$ cat src/rtl/synth_pkg.sv
// ============================================================================
// Module      : synth_pkg
// Description : Shared types and constants for the step sequencer: default
//               note width, pattern entry layout, sequencer state encoding
//               and the probability LFSR seed/taps.
// Revision    : 1.0 - initial release
// ============================================================================
`default_nettype none

package synth_pkg;

  // MIDI note number width used as the default for all sequencer instances
  localparam int NOTE_W_DEF = 7;

  // One pattern memory entry: gate_on flag above the note number
  typedef struct packed {
    logic                  gate_on;
    logic [NOTE_W_DEF-1:0] note;
  } pat_entry_t;

  // Sequencer top-level state
  typedef enum logic [0:0] {
    IDLE = 1'b0,
    RUN  = 1'b1
  } seq_state_t;

  // Galois LFSR for x^8+x^6+x^5+x^4+1, right-shifting form
  localparam logic [7:0] LFSR_SEED = 8'hE1;
  localparam logic [7:0] LFSR_TAPS = 8'hB8;

  // Next LFSR value: shift right, fold taps in when a one falls out
  function automatic logic [7:0] lfsr_next(input logic [7:0] cur);
    return {1'b0, cur[7:1]} ^ (cur[0] ? LFSR_TAPS : 8'h00);
  endfunction

endpackage

`default_nettype wire

$ cat src/rtl/seq_gate_timer.sv
// ============================================================================
// Module      : seq_gate_timer
// Description : Per-channel gate generator. Opens the gate on a fire, counts
//               sample ticks while open and closes it after gate_len ticks
//               (gate_len = 0 holds it). A fire while the gate is already
//               open forces a one-tick low gap before reasserting.
// Revision    : 1.0 - initial release
// ============================================================================
`default_nettype none

module seq_gate_timer #(
  parameter int GATE_W = 8
) (
  input  logic              clk,
  input  logic              rst,
  input  logic              sample_tick,
  input  logic              fire,
  input  logic              clear,
  input  logic [GATE_W-1:0] gate_len,
  output logic              gate
);

  logic [GATE_W-1:0] r_cnt;
  logic              r_pend;
  logic [GATE_W-1:0] w_cnt_next;

  // Saturating increment so a held gate never wraps its counter
  assign w_cnt_next = (&r_cnt) ? r_cnt : r_cnt + GATE_W'(1);

  // Gate state: clear beats fire, fire beats the per-tick bookkeeping
  always_ff @(posedge clk or negedge rst) begin
    if (!rst) begin
      gate   <= 1'b0;
      r_pend <= 1'b0;
      r_cnt  <= '0;
    end else if (clear) begin
      gate   <= 1'b0;
      r_pend <= 1'b0;
      r_cnt  <= '0;
    end else if (fire) begin
      r_cnt <= '0;
      if (gate) begin
        // Retrigger: drop for one tick so the voice sees a fresh edge
        gate   <= 1'b0;
        r_pend <= 1'b1;
      end else begin
        gate   <= 1'b1;
        r_pend <= 1'b0;
      end
    end else if (sample_tick) begin
      if (r_pend) begin
        gate   <= 1'b1;
        r_pend <= 1'b0;
        r_cnt  <= '0;
      end else if (gate) begin
        r_cnt <= w_cnt_next;
        if ((gate_len != '0) && (w_cnt_next >= gate_len)) begin
          gate <= 1'b0;
        end
      end
    end
  end

endmodule

`default_nettype wire

$ cat src/rtl/step_sequencer.sv
// ============================================================================
// Module      : step_sequencer
// Description : Multi-channel step sequencer. Advances on sample_tick every
//               max(tempo_div,1) ticks, reads a writable NUM_CH x NUM_STEPS
//               pattern memory and drives per-channel gate/note outputs.
//               Optional build macro SEQ_RANDOM_EN adds an 8-bit LFSR that
//               gates each channel's fire against its prob byte.
// Revision    : 1.0 - initial release
// ============================================================================
`default_nettype none

module step_sequencer
  import synth_pkg::*;
#(
  parameter int NUM_CH    = 4,
  parameter int NUM_STEPS = 16,
  parameter int NOTE_W    = NOTE_W_DEF,
  parameter int TEMPO_W   = 16,
  parameter int GATE_W    = 8,
  parameter int STEP_W    = $clog2(NUM_STEPS)
) (
  input  logic                     clk,
  input  logic                     rst,
  input  logic                     sample_tick,
  input  logic                     run,
  input  logic [TEMPO_W-1:0]       tempo_div,
  input  logic [GATE_W-1:0]        gate_len,
  input  logic [NUM_CH*8-1:0]      prob,
  input  logic                     wr_en,
  input  logic [2:0]               wr_ch,
  input  logic [STEP_W-1:0]        wr_step,
  input  logic [NOTE_W:0]          wr_data,
  output logic [NUM_CH-1:0]        gate,
  output logic [NUM_CH*NOTE_W-1:0] note,
  output logic [STEP_W-1:0]        step_idx,
  output logic                     step_pulse
);

  seq_state_t                 r_state;
  logic                       r_started;
  logic [TEMPO_W-1:0]         r_tick_cnt;
  logic [STEP_W-1:0]          r_ptr;

  logic [TEMPO_W-1:0]         w_tdiv;
  logic [TEMPO_W-1:0]         w_cnt_inc;
  logic                       w_fire;
  logic                       w_clear;
  logic [STEP_W-1:0]          w_fire_ptr;
  logic [NUM_CH-1:0]          w_prob_ok;
  logic [NUM_CH-1:0]          w_ch_fire;
  logic [NUM_CH-1:0][NOTE_W:0] w_entry;

  // A tempo of zero behaves as one tick per step
  assign w_tdiv    = (tempo_div == '0) ? TEMPO_W'(1) : tempo_div;
  assign w_cnt_inc = r_tick_cnt + TEMPO_W'(1);

  // The very first tick after entering RUN fires step 0 without counting
  assign w_fire = (r_state == RUN) && run && sample_tick &&
                  (!r_started || (w_cnt_inc >= w_tdiv));
  assign w_fire_ptr = r_started ? r_ptr + STEP_W'(1) : r_ptr;
  assign w_clear    = (r_state == RUN) && !run;

`ifdef SEQ_RANDOM_EN
  logic [7:0] r_lfsr;

  // LFSR steps once per fire; the value before the step decides this fire
  always_ff @(posedge clk or negedge rst) begin
    if (!rst) begin
      r_lfsr <= LFSR_SEED;
    end else if (w_fire) begin
      r_lfsr <= lfsr_next(r_lfsr);
    end
  end

  for (genvar c = 0; c < NUM_CH; c++) begin : g_prob
    assign w_prob_ok[c] = (r_lfsr < prob[c*8 +: 8]);
  end
`else
  logic w_unused_prob;

  assign w_prob_ok     = '1;
  assign w_unused_prob = ^prob;
`endif

  for (genvar c = 0; c < NUM_CH; c++) begin : g_ch
    logic [NOTE_W:0] r_mem [NUM_STEPS];

    // Pattern storage for this channel; the fire path reads the old word
    always_ff @(posedge clk or negedge rst) begin
      if (!rst) begin
        for (int s = 0; s < NUM_STEPS; s++) begin
          r_mem[s] <= '0;
        end
      end else if (wr_en && (wr_ch == 3'(c))) begin
        r_mem[wr_step] <= wr_data;
      end
    end

    assign w_entry[c]   = r_mem[w_fire_ptr];
    assign w_ch_fire[c] = w_fire & w_entry[c][NOTE_W] & w_prob_ok[c];

    seq_gate_timer #(
      .GATE_W (GATE_W)
    ) u_gate_timer (
      .clk         (clk),
      .rst         (rst),
      .sample_tick (sample_tick),
      .fire        (w_ch_fire[c]),
      .clear       (w_clear),
      .gate_len    (gate_len),
      .gate        (gate[c])
    );
  end

  // Sequencer FSM with tick counter, step pointer and registered fire outputs
  always_ff @(posedge clk or negedge rst) begin
    if (!rst) begin
      r_state    <= IDLE;
      r_started  <= 1'b0;
      r_tick_cnt <= '0;
      r_ptr      <= '0;
      step_idx   <= '0;
      step_pulse <= 1'b0;
      note       <= '0;
    end else begin
      step_pulse <= 1'b0;
      case (r_state)
        IDLE: begin
          r_started  <= 1'b0;
          r_tick_cnt <= '0;
          r_ptr      <= '0;
          if (run) begin
            r_state <= RUN;
          end
        end
        RUN: begin
          if (!run) begin
            r_state    <= IDLE;
            r_started  <= 1'b0;
            r_tick_cnt <= '0;
            r_ptr      <= '0;
          end else if (sample_tick) begin
            if (w_fire) begin
              r_started  <= 1'b1;
              r_tick_cnt <= '0;
              r_ptr      <= w_fire_ptr;
            end else begin
              r_tick_cnt <= w_cnt_inc;
            end
          end
        end
        default: r_state <= IDLE;
      endcase

      if (w_fire) begin
        step_pulse <= 1'b1;
        step_idx   <= w_fire_ptr;
      end

      // Notes only change on a passing gate_on fire, otherwise they hold
      for (int c = 0; c < NUM_CH; c++) begin
        if (w_ch_fire[c]) begin
          note[c*NOTE_W +: NOTE_W] <= w_entry[c][NOTE_W-1:0];
        end
      end
    end
  end

endmodule

`default_nettype wire

$ cat config.mk
export PLATFORM = sky130hd
export DESIGN_NAME = step_sequencer
export DESIGN_NICKNAME = d
export VERILOG_FILES = /design/src/rtl/synth_pkg.sv /design/src/rtl/seq_gate_timer.sv /design/src/rtl/step_sequencer.sv
export SDC_FILE = /design/constraint.sdc
export NUM_CORES = 1
export LEC_CHECK = 0
export BUFFER_PORTS_ARGS = -buffer_cell sky130_fd_sc_hd__buf_2
export CAP_MARGIN = 10
export CORE_MARGIN = 1.5
export CORE_UTILIZATION = 30
export CTS_BUF_LIST = sky130_fd_sc_hd__clkbuf_8
export CTS_CLUSTER_SIZE = 20
export DETAILED_ROUTE_END_ITERATION = 12
export HOLD_SLACK_MARGIN = 0.06
export PLACE_DENSITY = 0.43
export SLEW_MARGIN = 20
export SYNTH_ARGS = -nofsm -noshare
export SYNTH_HDL_FRONTEND = slang
export SYNTH_SLANG_ARGS = --single-unit
$ cat constraint.sdc
create_clock -name clk -period 4.3 [get_ports clk]
set_input_delay 0.645 -clock clk [delete_from_list [all_inputs] [get_ports clk]]
set_output_delay 0.645 -clock clk [all_outputs]
set_load 0.03 [all_outputs]
==> reports/metrics.yaml, run 1 <==
outcome:
  status: "finished clean"
yosys:
  synth_nets: 2246
  synth_cells: 2116
  synth_ff_type: "dfrtp_1"
  syn_area_per_cell_sq_um: 14.0
  synth_edf_count: 0
  synth_cell_types: 56
  synth-async-reset-ratio_pct: 100
  synth-seq-cells: 607
  yosys.area.top_type: "dfrtp_1"
  synth_area_sq_um: 29700
  ys_warn_count: 0
  ys_seq_area_share_pct: 51.2
  synth.area.top_cells: "dfrtp_1, mux2_2, mux4_2"
  yosys.area.top_type_share_pct: 51.2
pwr:
  p_per_area_nw_per_um2: 396
  vdd_drop_max_uv: 211
  leakage_nw: 16.2
  total_power_mw: 13.4
cts:
  clk_path_buf_depth: 3
  root_buffer: "clkbuf_8"
  clock_latency_ns: 0.73
  cts_tree: "yes"
  cts_sinks: 607
  cts_buffers: 109
  clkTransAtPathRegs_ns: 0.06
  htree_levels: 3
global_route:
  grt_pass1_wl_mm: 126
  grt_overflow_total: 0
  antenna_found_initial: 8
  grt_max_degree: 134
  grt_pass1_vias: 19700
  track_usage_pct: 16.4
timing:
  fin_crit_ns: 3.96
  final-setup-viol-count: 0
  finalHoldViolations: 0
  final-max-slew-violation-count: 0
  slew_headroom_pct: 29.1
  worstMarginPinSlew_ns: 1.06
  fin_tns_setup_ns: 0
  fin_crit_sh_pct: 92.2
  finalClockSkew_ns: 0.0433
  max_freq_mhz: 252
  rsz0062_at_grt: "no"
worst_hold_path:
  worstHoldPathType: "in2reg"
  hold_depth: 3
  hp-start: "sample_tick"
  min_to: "g_ch[0].u_gate_timer.gate$_DFFE_PN0P_"
floorplanning:
  io_pins: 113
  core_sq_um: 98300
  die_area_sq_um: 101000
  rows: 115
  initial_core_util_pct: 30.2
  die_w_um: 318
  fp.dieH_um: 318
detailed_routing:
  antenna_left: 0
  wl_per_cell_um: 22.6
  viasPerCell: 5.08
  drt_iter0_drc: 1018
  via_count: 18300
  firstDrtPassIters: 5
  routed_wl_mm: 81.2
  drcViolationCount: 0
worst_setup_path:
  r2r_start: "r_tick_cnt[0]$_DFFE_PN0P_"
  crit_arrival_ns: 4.57
  start_kind: "register"
  worstSetupPathType: "reg2reg"
  worst-r2r-cell-count: 17
  slowest_delay_ns: 0.41
  critPathMaxFanout: 25
  crit_chain: "ha_1, nand3_1, or2_2, nor2_2, and3_1, and3_1, xor2_1, ha_1, nor2b_1, o21ai_0, nand4_1, o21ai_2, buf_12, nor2_2, buf_4, buf_4, a22o_1"
  cp.required_ns: 4.90
  worstReg2RegEnd: "g_ch[1].u_gate_timer.r_pend$_DFFE_PN0P_"
  cp_slowest_cell: "dfrtp_2"
  crit_start: "r_tick_cnt[0]$_DFFE_PN0P_"
  rrSetupSlack_ns: 0.34
  cp-end-kind: "register"
final_layout:
  syn2layout_area_growth_pct: 13.8
  fin_nets: 2360
  final_common_cell: "dfrtp_1"
  fillCellCount: 9626
  drive_above_1_share_pct: 42.5
  final_cell_mix: "dfrtp_1, mux2_2, mux4_2"
placement:
  dpl.hpwl_mm: 51.8
  gp_congestion: 0.812
  port_buffers: 80
job:
  drv_cap: 0
## state kept, by name, indices dropped and copies added, names as in the netlist
| name | cells |
|---|---|
| g_ch.u_gate_timer.r_cnt | 32 |
| r_started | 1 |
| step_idx | 4 |
| r_ptr | 4 |
| g_ch.r_mem | 512 |
| step_pulse | 1 |
| g_ch.u_gate_timer.r_pend | 4 |
| note | 28 |
| r_tick_cnt | 16 |
| g_ch.u_gate_timer.gate | 4 |
| r_state | 1 |
## logic make-up (layout without fill, tap and decap cells)
family / count (synthesis) / after routing / share of synthesized area [%]
buf+inv: 175 / 367 / 2.58
fa+ha+maj: 54 / 54 / 2.28
flops: 607 / 607 / 51.2
simple gates: 320 / 320 / 5.21
xor+xnor: 34 / 34 / 1.03
mux: 732 / 732 / 33.2
other cells: 0 / 3 / 0
compound gates: 194 / 194 / 4.58
## final cells by class
type	instances	area [sq um]	area share [%]
flip-flops and latches	607	15200	44.9
multi-input cells	1334	13800	40.8
clock buffers	128	1760	5.21
well taps	1287	1610	4.76
repair buffers	137	1020	3.02
clock inverters	61	267	0.788
inverters	41	154	0.455
diodes	3	7.51	0.0222
## synthesized netlist by cell type, drive strengths merged, types with 9 or more instances
library cell  instances
xnor2                26
a221oi               13
a22oi                30
clkbuf               84
nand2                81
nor2                 92
inv                  41
nor3                 23
a21oi                28
a21o                 17
o21a                  9
nor2b                12
o21ai                40
mux2                540
nand3                24
ha                   54
a211oi               11
a22o                 12
and3                 17
nand4                17
buf                  50
mux4                147
nand2b               15
dfrtp               607
mux2i                45
a2bb2oi              12
## critical path: cells and delay by family (launching register included)
kind	cells	cell delay, ns
XOR/XNOR	1	0.16
AND/OR/NAND/NOR	8	1.56
AO/OA/AOI/OAI	3	0.64
flip-flops	1	0.41
adder cells (fa/ha/maj)	2	0.49
buffers and inverters	3	0.57
## metrics by stage
stage	std cells	hold WS (ns)	instance area [sq um]	utilization (%)	setup slack, ns
6_report	3598	0.404	33800	34.4	0.337
4_1_cts	3595	0.322	33800	34.4	0.173
3_3_place_gp	3404	0.481	31700	32.3	0.236
3_5_place_dp	3404	0.488	31700	32.3	0.221
2_1_floorplan	2116	0.349	29700	-	0.513
5_1_grt	3596	0.408	33800	34.4	0.0503
## routing by layer
| metal | share of wire [%] | global-route usage, % |
|---|---|---|
| met1 | 47 | 22.6 |
| met5 | 0.055 | 0 |
| met4 | 1.8 | 4.44 |
| met2 | 47 | 26.3 |
| met3 | 4.3 | 3.12 |
## what timing repair did
item,4_1_cts,5_1_grt
resized for setup,0,3
hold endpoints to repair,49,0
hold buffers,2,0
setup buffers,0,0
endpoints found under the setup margin,0,15
## worst max-delay path by stage
stage | end | slack (ns) | cells past startpoint
final | g_ch[1].u_gate_timer.r_pend$_DFFE_PN0P_ | 0.34 | 17
after global routing | g_ch[1].u_gate_timer.r_pend$_DFFE_PN0P_ | 0.05 | 17
after CTS | note[18]$_DFFE_PN0P_ | 0.17 | 16
after detailed placement | note[20]$_DFFE_PN0P_ | 0.22 | 16
after global placement | note[20]$_DFFE_PN0P_ | 0.24 | 16
after floorplan | note[12]$_DFFE_PN0P_ | 0.51 | 17
## power by group
part           total (mW)  switching [mW]  internal, mW
Combinational        1.77           0.881         0.886
Sequential           6.51           0.312          6.20
Clock                5.09            2.42          2.68
Note: power is estimated with default switching activity, not from simulation.
==> run 2: changes to the inputs <==
--- a/config.mk
+++ b/config.mk
@@ -5,6 +5,7 @@
 export SDC_FILE = /design/constraint.sdc
 export NUM_CORES = 1
 export LEC_CHECK = 0
+export ABC_AREA = 1
 export BUFFER_PORTS_ARGS = -buffer_cell sky130_fd_sc_hd__buf_2
 export CAP_MARGIN = 10
 export CORE_MARGIN = 1.5
@@ -14,6 +15,7 @@
 export DETAILED_ROUTE_END_ITERATION = 12
 export HOLD_SLACK_MARGIN = 0.06
 export PLACE_DENSITY = 0.43
+export SKIP_CTS_REPAIR_TIMING = 1
 export SLEW_MARGIN = 20
 export SYNTH_ARGS = -nofsm -noshare
 export SYNTH_HDL_FRONTEND = slang
==> run 2 against run 1 <==
Worst setup slack better by 0.43 ns. Register-to-register slack improved by 0.43 ns. Largest power group unchanged. Fmax up 12%. Count of clock-buffer cells in the layout increased by 11. Clock skew is 0.012 ns lower. Global-route usage rose by 2.6 points. Flip-flop and latch count is the same. Sequential share of layout area increased by 0.96 points. Critical endpoint is now g_ch[0].u_gate_timer.r_cnt[1]$_DFFE_PN0P_. Combinational power is 15% lower.
==> reports/metrics.yaml, run 2 <==
outcome:
  status: "finished clean"
placement:
  dpl.hpwl_mm: 57.4  # +11%
  port_buffers: 80  # unchanged
  pre_cts_ws_ns: 0.691  # +0.470 ns
  gp_congestion: 0.796  # -1.9%
  placed_cell_area_sq_um: 30900  # -2.7%
yosys:
  synth_cells: 3521  # +66%
  synth-async-reset-ratio_pct: 100  # unchanged
  ys_seq_area_share_pct: 52.1  # +0.95 points
  synth-seq-cells: 607  # unchanged
  synth_nets: 3651  # +63%
  synth_ff_type: "dfrtp_1"
  ys_warn_count: 0  # unchanged
  yosys.area.top_type_share_pct: 52.1  # +0.95 points
  synth_edf_count: 0  # unchanged
  synth_area_sq_um: 29200  # -1.8%
  yosysMostFrequentCell: "nand2_1"
  yosys.area.top_type: "dfrtp_1"
  synth_cell_types: 41  # -27%
  yosys-top-cells-count: "nand2_1, o21ai_0, dfrtp_1, nor2_1, inv_1"
  syn_area_per_cell_sq_um: 8.28  # -41%
  synth.area.top_cells: "dfrtp_1, o21ai_0, nand2_1"
worst_setup_path:
  critPathBufInv: 3  # unchanged
  cp_slowest_cell: "dfrtp_1"
  cp_common_cell: "nand3_1"
  crit_chain: "ha_1, nand3_1, nor3_1, buf_4, nand3_1, nor2_1, nand3_1, xor2_1, inv_1, ha_1, nand3_1, a21oi_1, nor2_1, a21oi_2, buf_4, nand3_2, o21ai_2, a21oi_1"
  crit_arrival_ns: 4.13  # -0.44 ns
  start_kind: "register"
  slowest_delay_ns: 0.44  # +0.03 ns
  critPathMaxFanout: 11  # -56%
  cp.required_ns: 4.90  # about the same
  cp_top_family: "simple AND/OR/NAND/NOR gates"
  r2r_start: "r_tick_cnt[0]$_DFFE_PN0P_"
  worstSetupPathType: "reg2reg"
  cp-end-kind: "register"
  crit_start: "r_tick_cnt[0]$_DFFE_PN0P_"
timing:
  rsz0062_at_grt: "no"
  fin_crit_ns: 3.53  # -0.432 ns
  worstMarginPinSlew_ns: 1.07  # +0.00596 ns
  finalClockSkew_ns: 0.0311  # -0.0122 ns
  fin_crit_sh_pct: 82.1  # -10 points
  final-max-slew-violation-count: 0  # unchanged
  slew_headroom_pct: 28.7  # -0.40 points
  fin_tns_setup_ns: 0  # unchanged
  finalHoldViolations: 0  # unchanged
  setup_slack_ns: 0.769  # +0.432 ns
  max_freq_mhz: 283  # +12%
  final-setup-viol-count: 0  # unchanged
final_layout:
  final_common_cell: "nand2_1"
  reg.largest.list: "g_ch.r_mem: 512 flops, g_ch.u_gate_timer.r_cnt: 32 flops, note: 28 flops"
  final_util_pct: 34.3  # -0.072 points
  drive_above_1_share_pct: 9.99  # -33 points
  fillCellCount: 10300  # +7.5%
  regMostFlops: "g_ch.r_mem"
  stdcell_area_sq_um: 33100  # -2.1%
  final_cell_mix: "nand2_1, o21ai_0, dfrtp_1"
  fin_nets: 3676  # +56%
  syn2layout_area_growth_pct: 13.5
  largest_reg_flops: 512  # unchanged
detailed_routing:
  antenna_left: 0  # unchanged
  routed_wl_mm: 93.7  # +15%
  wl_per_cell_um: 19.1  # -15%
  wl_met2_mm: 42.7  # +12%
  via_count: 24000  # +31%
  viasPerCell: 4.89  # -3.8%
  wl_met1_mm: 44.7  # +17%
  firstDrtPassIters: 5  # unchanged
  highest_layer: "met5"
  met3_wirelength_mm: 4.37  # +26%
  drcViolationCount: 0  # unchanged
  drt_iter0_drc: 1736  # +71%
cts:
  root_buffer: "clkbuf_8"
  cts_buffers: 109  # unchanged
  clk_path_buf_depth: 3  # unchanged
  htree_levels: 3  # unchanged
  cts_tree: "yes"
  clock_latency_ns: 0.75  # +0.02 ns
  clkTransAtPathRegs_ns: 0.06  # about the same
  cts_sinks: 607  # unchanged
global_route:
  grt_pass1_wl_mm: 145  # +15%
  grt_pass1_vias: 23400  # +19%
  track_usage_pct: 19.0  # +2.6 points
  antenna_found_initial: 3  # -5
  grt_overflow_total: 0  # unchanged
  grt_max_degree: 131  # -2.2%
floorplanning:
  io_pins: 113  # unchanged
  core_sq_um: 96400  # -1.9%
  initial_core_util_pct: 30.2  # about the same
  rows: 114  # -0.87%
  die_area_sq_um: 99100  # -1.8%
  fp.dieH_um: 315  # -0.90%
  die_w_um: 315  # -0.90%
job:
  drv_cap: 0  # unchanged
pwr:
  seq_power_share_pct: 47.9  # -0.8 points
  vdd_drop_max_uv: 189  # -11%
  total_power_mw: 13.4  # +0.34%
  cellInternalPower_mw: 9.63  # -1.4%
  power_frac_comb_pct: 11.3  # -1.9 points
  leakage_nw: 15.5  # -4.6%
  p_per_area_nw_per_um2: 405  # +2.5%
  p_sw_mw: 3.79  # +5.1%
  switching_share_pct: 28.3  # +1.3 points
  clkPwrFrac_pct: 40.8  # +2.7 points
worst_hold_path:
  hp-start: "run"
  worstHoldPathType: "in2reg"
run 2: changes by cell type after synthesis, moves of 27 or more:
cell      previous run  this run
nand3_1             24       175
clkbuf_1            83       157
mux2i_1             45         0
o21ai_0             39       699
o211ai_1             5        64
buf_2               23        50
o21ai_1              0        28
o221ai_1             0        42
mux2_2             537         1
nand2_1             81       861
a21oi_1             28       111
mux4_2             147         0
nor2_1              89       321
inv_1               41       176
run 2: worst reg2reg max path, cell delays in order, from the launching register on:
cell and delay (ns):
dfrtp_1 0.44, ha_1 0.22, nand3_1 0.11, nor3_1 0.16
buf_4 0.16, nand3_1 0.10, nor2_1 0.17, nand3_1 0.11
xor2_1 0.20, inv_1 0.07, ha_1 0.27, nand3_1 0.08
a21oi_1 0.13, nor2_1 0.09, a21oi_2 0.14, buf_4 0.24
nand3_2 0.34, o21ai_2 0.31, a21oi_1 0.08
run 2: final cells by class:
class	instances	area (sq um)	area share, %
Tap cell	1276	1600	4.82
Inverter	189	717	2.17
Multi-Input combinational cell	2487	12200	36.9
Clock inverter	58	292	0.881
Timing Repair Buffer	152	1170	3.52
Antenna cell	1	2.50	0.00756
Sequential cell	607	15200	45.9
Clock buffer	139	1910	5.78
run 2: per-layer routing:
layer  GRT usage (%)  up-vias
met3            3.01      121
met5               0        -
met2            30.0      472
met1            26.7    11600
li1                -    11800
met4            5.63        4
run 2: power groups by stage:
stage	Sequential [mW]	Clock (mW)	Combinational (mW)
after global placement	6.52	0	1.52
after global routing	6.48	5.95	1.73
after floorplan	6.56	0	0.891
final	6.42	5.48	1.51
after CTS	6.42	5.69	1.54
after detailed placement	6.52	0	1.53
run 2: worst paths after layout:
check                           cells after the start                                        end  slack, ns
worst max-delay path                               18  g_ch[0].u_gate_timer.r_cnt[1]$_DFFE_PN0P_       0.77
worst min register to register                      2                       note[15]$_DFFE_PN0P_       0.47
min in group asynchronous                           2                  r_tick_cnt[3]$_DFFE_PN0P_       0.53
worst max register to register                     18  g_ch[0].u_gate_timer.r_cnt[1]$_DFFE_PN0P_       0.77
worst min-delay path                                1                          r_state$_DFF_PN0_        0.1
max in group asynchronous                           3              g_ch[3].r_mem[69]$_DFFE_PN0P_       2.75
run 2: through the flow:
| stage | std cells | hold WS [ns] |
|---|---|---|
| detailed placement | 4710 | 0.461 |
| finish | 4909 | 0.0954 |
| global placement | 4710 | 0.460 |
| floorplan | 3521 | 0.349 |
| global route | 4909 | 0.0630 |
| CTS | 4907 | -0.0812 |
run 2: logic make-up after synthesis:
logic type	synth area share [%]
mux	0.0386
xor+xnor	0.901
buf+inv	6.16
flops	52.1
simple gates	20.3
fa+ha+maj	2.32
compound gates	18.2
